$ cat src/rtl/fractal_stream_source.sv
// Frame walker that issues interleaved solver reads, aligns the returned
// data to the read latency and streams it through a credit FIFO.
module fractal_stream_source #(
  parameter int NUM_SOLVERS = 29,
  parameter int WIDTH = 640,
  parameter int HEIGHT = 480,
  parameter int RD_LATENCY = 2,
  parameter int DATA_BITS = 4,
  parameter int OUT_BITS = 8,
  parameter int FIFO_DEPTH = 4,
  localparam int NPIX = WIDTH * HEIGHT,
  localparam int SID_W =
    (NUM_SOLVERS > 1) ? $clog2(NUM_SOLVERS) : 1,
  localparam int WORDS =
    (NPIX + NUM_SOLVERS - 1) / NUM_SOLVERS,
  localparam int ADDR_W =
    (WORDS > 1) ? $clog2(WORDS) : 1
) (
  input  logic                 clock,
  input  logic                 reset_n,
  input  logic                 run,
  input  logic                 one_shot,
  input  logic                 restart,
  input  logic                 invert,
  output logic                 rd_en,
  output logic [SID_W-1:0]     rd_solver_id,
  output logic [ADDR_W-1:0]    rd_addr,
  input  logic [DATA_BITS-1:0] rd_data,
  input  logic                 st_ready,
  output logic                 st_valid,
  output logic                 st_sop,
  output logic                 st_eop,
  output logic [OUT_BITS-1:0]  st_data,
  output logic                 busy,
  output logic                 frame_done,
  output logic [15:0]          frame_count
);

  localparam int PIX_W = (NPIX > 1) ? $clog2(NPIX) : 1;
  localparam int REP = OUT_BITS / DATA_BITS;
  localparam int PTR_W = $clog2(FIFO_DEPTH);
  localparam int CNT_W = $clog2(FIFO_DEPTH + 1);
  localparam int IF_W = $clog2(RD_LATENCY + 1);
  localparam int CR_W = $clog2(FIFO_DEPTH + RD_LATENCY + 2) + 1;

  typedef enum logic [1:0] {IDLE, STREAM, DRAIN} state_t;

  typedef struct packed {
    logic vld;
    logic sop;
    logic eop;
    logic inv;
  } tag_t;

  typedef struct packed {
    logic                sop;
    logic                eop;
    logic [OUT_BITS-1:0] data;
  } beat_t;

  state_t           state;
  logic [PIX_W-1:0] pix;
  tag_t             pipe [RD_LATENCY];
  logic [IF_W-1:0]  inflight;
  beat_t            mem [FIFO_DEPTH];
  logic [PTR_W-1:0] wr_ptr;
  logic [PTR_W-1:0] rd_ptr;
  logic [CNT_W-1:0] occ;
  logic [CR_W-1:0]  used;
  logic             push;
  logic             pop;
  logic             last_pix;
  logic             eop_acc;
  tag_t             tail;
  beat_t            head;
  beat_t            wbeat;

  function automatic logic [PTR_W-1:0] nxt(
    input logic [PTR_W-1:0] p
  );
    return (p == PTR_W'(FIFO_DEPTH - 1)) ? '0 : p + PTR_W'(1);
  endfunction

  assign tail = pipe[RD_LATENCY-1];
  assign push = tail.vld;
  assign head = mem[rd_ptr];
  assign st_valid = (occ != '0);
  assign pop = st_valid & st_ready;
  assign st_sop = st_valid & head.sop;
  assign st_eop = st_valid & head.eop;
  assign st_data = st_valid ? head.data : '0;
  assign eop_acc = pop & head.eop;
  assign busy = (state != IDLE);
  assign last_pix = (pix == PIX_W'(NPIX - 1));

  // Reads in flight plus buffered beats must never exceed the FIFO.
  assign used = CR_W'(inflight) + CR_W'(occ) - CR_W'(pop);
  assign rd_en = (state == STREAM) && !restart
               && (used < CR_W'(FIFO_DEPTH));

  assign wbeat.sop = tail.sop;
  assign wbeat.eop = tail.eop;
  assign wbeat.data = {REP{rd_data}} ^ {OUT_BITS{tail.inv}};

  // Tag pipeline tracks each read until its data returns.
  always_ff @(posedge clock or negedge reset_n) begin
    if (!reset_n) begin
      for (int i = 0; i < RD_LATENCY; i++) pipe[i] <= '0;
      inflight <= '0;
    end else if (restart) begin
      for (int i = 0; i < RD_LATENCY; i++) pipe[i] <= '0;
      inflight <= '0;
    end else begin
      pipe[0] <= {rd_en, rd_en & (pix == '0),
                  rd_en & last_pix, invert};
      for (int i = 1; i < RD_LATENCY; i++) pipe[i] <= pipe[i-1];
      inflight <= inflight + IF_W'(rd_en) - IF_W'(push);
    end
  end

  // FIFO pointers and occupancy.
  always_ff @(posedge clock or negedge reset_n) begin
    if (!reset_n) begin
      wr_ptr <= '0;
      rd_ptr <= '0;
      occ <= '0;
    end else if (restart) begin
      wr_ptr <= '0;
      rd_ptr <= '0;
      occ <= '0;
    end else begin
      if (push) wr_ptr <= nxt(wr_ptr);
      if (pop) rd_ptr <= nxt(rd_ptr);
      occ <= occ + CNT_W'(push) - CNT_W'(pop);
    end
  end

  // FIFO storage; contents are only visible through occupancy.
  always_ff @(posedge clock) begin
    if (push) mem[wr_ptr] <= wbeat;
  end

  // Solver/address/pixel counters advance per issued read.
  always_ff @(posedge clock or negedge reset_n) begin
    if (!reset_n) begin
      rd_solver_id <= '0;
      rd_addr <= '0;
      pix <= '0;
    end else if (restart) begin
      rd_solver_id <= '0;
      rd_addr <= '0;
      pix <= '0;
    end else if (rd_en) begin
      if (last_pix) begin
        rd_solver_id <= '0;
        rd_addr <= '0;
        pix <= '0;
      end else begin
        pix <= pix + PIX_W'(1);
        if (rd_solver_id == SID_W'(NUM_SOLVERS - 1)) begin
          rd_solver_id <= '0;
          rd_addr <= rd_addr + ADDR_W'(1);
        end else begin
          rd_solver_id <= rd_solver_id + SID_W'(1);
        end
      end
    end
  end

  // Frame sequencing, completion pulse and frame counter.
  always_ff @(posedge clock or negedge reset_n) begin
    if (!reset_n) begin
      state <= IDLE;
      frame_done <= 1'b0;
      frame_count <= '0;
    end else begin
      frame_done <= 1'b0;
      if (restart) begin
        state <= run ? STREAM : IDLE;
      end else begin
        case (state)
          IDLE: if (run) state <= STREAM;
          STREAM: if (rd_en && last_pix) state <= DRAIN;
          DRAIN: begin
            if (eop_acc) begin
              frame_done <= 1'b1;
              frame_count <= frame_count + 16'd1;
              state <= (run && !one_shot) ? STREAM : IDLE;
            end
          end
          default: state <= IDLE;
        endcase
      end
    end
  end

endmodule

$ cat config.mk
export PLATFORM = sky130hd
export DESIGN_NAME = fractal_stream_source
export DESIGN_NICKNAME = d
export VERILOG_FILES = /design/src/rtl/fractal_stream_source.sv
export SDC_FILE = /design/constraint.sdc
export NUM_CORES = 1
export LEC_CHECK = 0
export ABC_AREA = 1
export CAP_MARGIN = 20
export CORE_ASPECT_RATIO = 1.1
export CORE_MARGIN = 4
export CORE_UTILIZATION = 55
export DETAILED_ROUTE_END_ITERATION = 12
export DONT_BUFFER_PORTS = 1
export PLACE_DENSITY = 0.7
export SYNTH_ARGS = -nofsm -noshare
export SYNTH_HDL_FRONTEND = slang
export SYNTH_SLANG_ARGS = --single-unit
$ cat constraint.sdc
create_clock -name clock -period 2.92 [get_ports clock]
set_input_delay 0.584 -clock clock [delete_from_list [all_inputs] [get_ports clock]]
set_output_delay 0.584 -clock clock [all_outputs]
set_load 0.01 [all_outputs]
* Word-level counts from Yosys, hierarchy flattened
Memories as Yosys holds them, arrays and structs flattened.
Index checks and enable logic that the tools add are counted.
** Operators by class
- Add/sub/neg operators :: 12
- Order comparisons :: 1
- Eq/ne operators :: 9
- Mux-type cells :: 33
- Bitwise gates (word level) :: 8
- Reduce and logical (&&, ||, !) cells :: 17
** Operators by type and width (count)
- $mux W19 :: 3
- $mux W14 :: 4
- $mux W2 :: 11
- $mux W5 :: 4
- $add A19 B1 Y19 const B :: 1
- $eq A19 B19 Y1 const B :: 1
- $logic_not A19 Y1 :: 1
- $add A16 B1 Y16 const B :: 1
- $mux W8 :: 2
- $add A14 B1 Y14 const B :: 1
- $reduce_bool A2 Y1 :: 4
- $xor A8 B8 Y8 :: 1
- $mux W1 :: 7
- $and A1 B1 Y1 :: 6
- $eq A2 B2 Y1 const B :: 3
- $ne A3 B3 Y1 const B :: 2
- $pmux W2 S3 :: 1
- $reduce_and A3 Y1 :: 2
- $reduce_bool A3 Y1 :: 2
- $add A5 B1 Y5 const B :: 1
- $eq A5 B5 Y1 const B :: 1
- $add A2 B1 Y2 const B :: 2
- $add A2 B3 Y4 :: 1
- $logic_and A1 B1 Y1 :: 4
- 13 further kinds :: 14
** Storage, ports and cells
- Flip-flop bits (word level) :: 74
- Bits in writable memories :: 40
- Bits of input ports :: 11
- Output and inout port bits :: 49
- Logic and storage cells :: 99
- Memories :: 1
** Memories
- mem :: words 4, width 10, rd ports 1, clocked after Yosys merged registers in 0, write ports 1, RTL line 65 : beat_t mem [FIFO_DEPTH];

* Depth between registers and ports, before layout
- Depth in word-level cells :: 9
- Mapped depth :: 17
- Depth with buffers taken out :: 17

* Worst setup path before layout
No wires, ideal clock.
- Path type :: register -> output
- Start point :: reg occ[2]
- End point :: out rd_en
- Arrival :: 1846 ps
- Required time :: 2336 ps
- Slack :: 490 ps
- Cell stages (with the launch flop) :: 13
- Path buffers :: 0
- Cells stage by stage :: dfrtp_1 -> nor2_1 -> nand2_1 -> inv_2 -> nor2_4 -> ha_1 -> inv_1 -> ha_1 -> nand3_1 -> a21oi_1 -> nor2_1 -> nand2_2 -> inv_2
** On the way
- Word-level cells in the longest chain between the ends :: 5
- Elaborated cells on any way between the ends :: 6
- Those cells by class :: add/sub (2); order compare (1); bitwise (1); reduce/logical (2)
** Ends and longest elaborated chain
- start: declaration :: RTL line 68 : logic [CNT_W-1:0] occ;
- start signal: assignment :: RTL line 134 : occ <= occ + CNT_W'(push) - CNT_W'(pop);
- $reduce_bool A3 Y1 :: RTL line 87 : assign st_valid = (occ != '0);
- via st_valid :: RTL line 30 : output logic st_valid,
- $and A1 B1 Y1 :: RTL line 88 : assign pop = st_valid & st_ready;
- $sub A4 B1 Y4 :: RTL line 97 : assign used = CR_W'(inflight) + CR_W'(occ) - CR_W'(pop);
- $lt A4 B3 Y1 :: RTL line 99 : && (used < CR_W'(FIFO_DEPTH));
- $logic_and A1 B1 Y1 :: RTL line 99
- end: declaration :: RTL line 25 : output logic rd_en,
The timed path passes the listed nets, and every way through them passes these cells.

* Worst setup path after layout
- Start point :: reg occ[1]
- End point :: out rd_en
Same word-level chain as after synthesis.

==> run_results.csv <==
group,metric,value,unit
placed_design,dp_hpwl,8310,um
floorplanning,core_area,0.00984,mm2
floorplanning,die_area,0.0118,mm2
outcome,outcome,"finished, final reports clean",
clock_tree,clk_latency,0.36,ns
yosys,synth_cells,672,
clock_tree,htreeDepth,3,
finish,antenna_cells,0,
power,p_leak,2.67,nW
drt,drt-total-wl,11900,um
finish,drive_above_1_share,0.0993,
timing,finalMaxSlewViolations,0,
yosys,syn_area_per_cell,8.26,um2
clock_tree,cts.clk_slew.worst_paths,0.10,ns
timing,grt_setup_unrepaired,"no",
floorplanning,initial_utilization,0.564,
clock_tree,clk_path_buf_depth,2,
placed_design,io_buffers,0,
global_routing,grt_max_degree,75,
yosys,yosysTopAreaCell,"dfrtp_1",
yosys,synth.most_common_cell,"nand2_1",
drt,vias,4351,
floorplanning,die_w,104,um
clock_tree,cts-root-buf,"clkbuf_8",
drt,drc_errors,0,
setup_path,required,2.34,ns
finish,utilization,0.599,
drt,drtIter0Drc,276,
global_routing,grt_pass1_vias,4237,
setup_path,endpoint_kind,"primary output",
drt,via_per_inst,5.47,
yosys,synth_warnings,0,
timing,clock.fmax,0.363,GHz
global_routing,grt_antenna_before_repair,0,
yosys,synthArstFlopShare,0.755,
yosys,syn-num-nets,703,
yosys,synth_edf_count,24,
global_routing,overflow,0,
power,cellPowerDensity,610,mW/mm2
timing,slew_headroom,0.556,
drt,wl_per_cell,14.9,um
yosys,yosysTopAreaCellShare,0.334,
yosys,ys.flop_type,"dfrtp_1",
placed_design,gp_congestion,0.924,
setup_path,startpoint_type,"register",
timing,setup-tns-final,0,ns
clock_tree,cts_made_buffers,9,
finish,nNetsFinal,701,
global_routing,grtUsageTotal,0.213,
setup_path,crit_arrival,2.17,ns
timing,finalCritPeriodShare,0.944,
timing,fin_skew,0.00898,ns
clock_tree,cts_tree,"done",
floorplanning,io_pins,60,
timing,hold_viol,0,
yosys,syn_area,0.00555,mm2
job,cap_violations,0,
global_routing,grt_pass1_wl,20400,um
yosys,ys_seq_elements,98,
timing,layout_min_cycle_time,2.76,ns
finish,areaGrowthSynthToFinish,6.24,%
floorplanning,rows,38,
placed_design,place_area,0.00561,mm2
finish,final_area,0.00590,mm2
yosys,synth_area_leaders,"dfrtp_1 (33%), edfxtp_1 (13%), nand2_1 (9.5%)",
floorplanning,die_h,113,um
yosys,seq_area_frac_synth,0.463,
timing,worst_pin_slew,0.664,ns
power,irDropWorstVdd,0.000310,V
yosys,yosysUniqueCellTypes,38,
setup_path,critical_path_class,"reg2out",
drt,dr.pass1.iters,5,
hold_path,worst_hold_path_type,"in2async",
clock_tree,clock_sinks,98,
yosys,synth_common_cells,"nand2_1 (140), nor2_1 (104), dfrtp_1 (74)",
timing,setup_viol,0,
drt,ant_nets,0,
setup_path,cp_max_fo,8,
==> cell families after synthesis <==
logic type	count (synthesis)	share of synthesized area
AO/OA/AOI/OAI	65	0.0681
XOR/XNOR	41	0.0647
adder cells (fa/ha/maj)	20	0.0464
buffers and inverters	96	0.0737
flip-flops	98	0.463
AND/OR/NAND/NOR	352	0.284
==> report_power, final <==
group          switching (mW)  internal, mW
logic                   0.644         0.314
registers               0.140          1.52
clock network           0.473         0.509
==> metrics by stage <==
| step | instances | hold slack (ns) | setup slack [ns] | power, mW |
|---|---|---|---|---|
| after floorplan | 672 | 0.288 | 0.490 | 2.41 |
| after global placement | 777 | 0.293 | 0.291 | 2.52 |
| after detailed placement | 777 | 0.293 | 0.181 | 2.56 |
| after CTS | 794 | 0.110 | 0.0275 | 3.58 |
| after global routing | 795 | 0.120 | 0.0270 | 3.84 |
| final | 795 | 0.107 | 0.164 | 3.60 |
==> flip-flops by register name (all words and copies together), names as in the netlist, 3 cells and up <==
register      flops
frame_count      16
mem              24
occ               3
pipe              7
pix              19
rd_addr          14
rd_solver_id      5
==> placed cells by master, fill, tap and decap left out, types with 2 or more instances in the layout <==
cell type and n:
nor4_1 2, o21bai_1 2, buf_4 5, dfrtp_1 74, inv_2 5, or2_2 2
nand2_2 11, nand4_1 19, nand2_4 4, ha_1 19, nor2_2 3, nor3_1 15
o21ai_2 10, nand2_1 139, a21oi_1 10, o21ai_0 33, bufinv_16 2, xnor2_1 8
nor2_4 4, nor2_1 102, clkbuf_8 10, edfxtp_1 24, nand3_1 44, nand3_2 3
inv_1 70, clkbuf_1 2, xor2_1 33, o21ai_1 6
==> per-layer routing <==
layer | vias up | part of all wire | global-route usage
li1 | 2154 | - | -
met1 | 2058 | 0.42 | 0.262
met2 | 120 | 0.51 | 0.373
met3 | 19 | 0.052 | 0.0481
met4 | 0 | 0.018 | 0.0727
met5 | - | 0 | 0
==> worst paths after layout <==
check	start	endpoint	slack, ns	depth (start not counted)
max	occ[1]	rd_en	0.16	12
min	reset_n	frame_count[2]	0.11	1
max reg2reg	occ[1]	rd_addr[12]	0.28	18
min reg2reg	pipe[6]	pipe[2]	0.47	2
max in group asynchronous	reset_n	rd_addr[3]	2.52	1
min in group clock	restart	inflight[0]	0.27	1
==> final cells by class <==
| cell class | instances | area [um2] |
|---|---|---|
| Inverter | 77 | 299 |
| Multi-Input combinational cell | 478 | 2590 |
| Fill cell | 863 | 3940 |
| Clock buffer | 12 | 145 |
| Sequential cell | 98 | 2570 |
| Tap cell | 120 | 150 |
| Timing Repair Buffer | 6 | 65.1 |
| Clock inverter | 4 | 73.8 |
==> what timing repair did <==
| item | 4_1_cts | 5_1_grt |
|---|---|---|
| setup buffers | 0 | 1 |
| endpoints found under the hold margin | 74 | 0 |
| pin swaps | 0 | 2 |
| hold buffers | 1 | 0 |
| endpoints found under the setup margin | 1 | 1 |
| resized for setup | 3 | 7 |
| cloned | 0 | 0 |
==> critical path, stage by stage (launching register included) <==
cell and delay (ns):
dfrtp_1 0.43, nor2_4 0.17, nand2_4 0.10, inv_8 0.09, nor2_4 0.04, ha_1 0.17
inv_1 0.05, ha_1 0.23, nand3_1 0.11, a21oi_1 0.09, nor2_2 0.13, nand2_4 0.10
inv_4 0.09
Power figures use the tool's default switching activity.
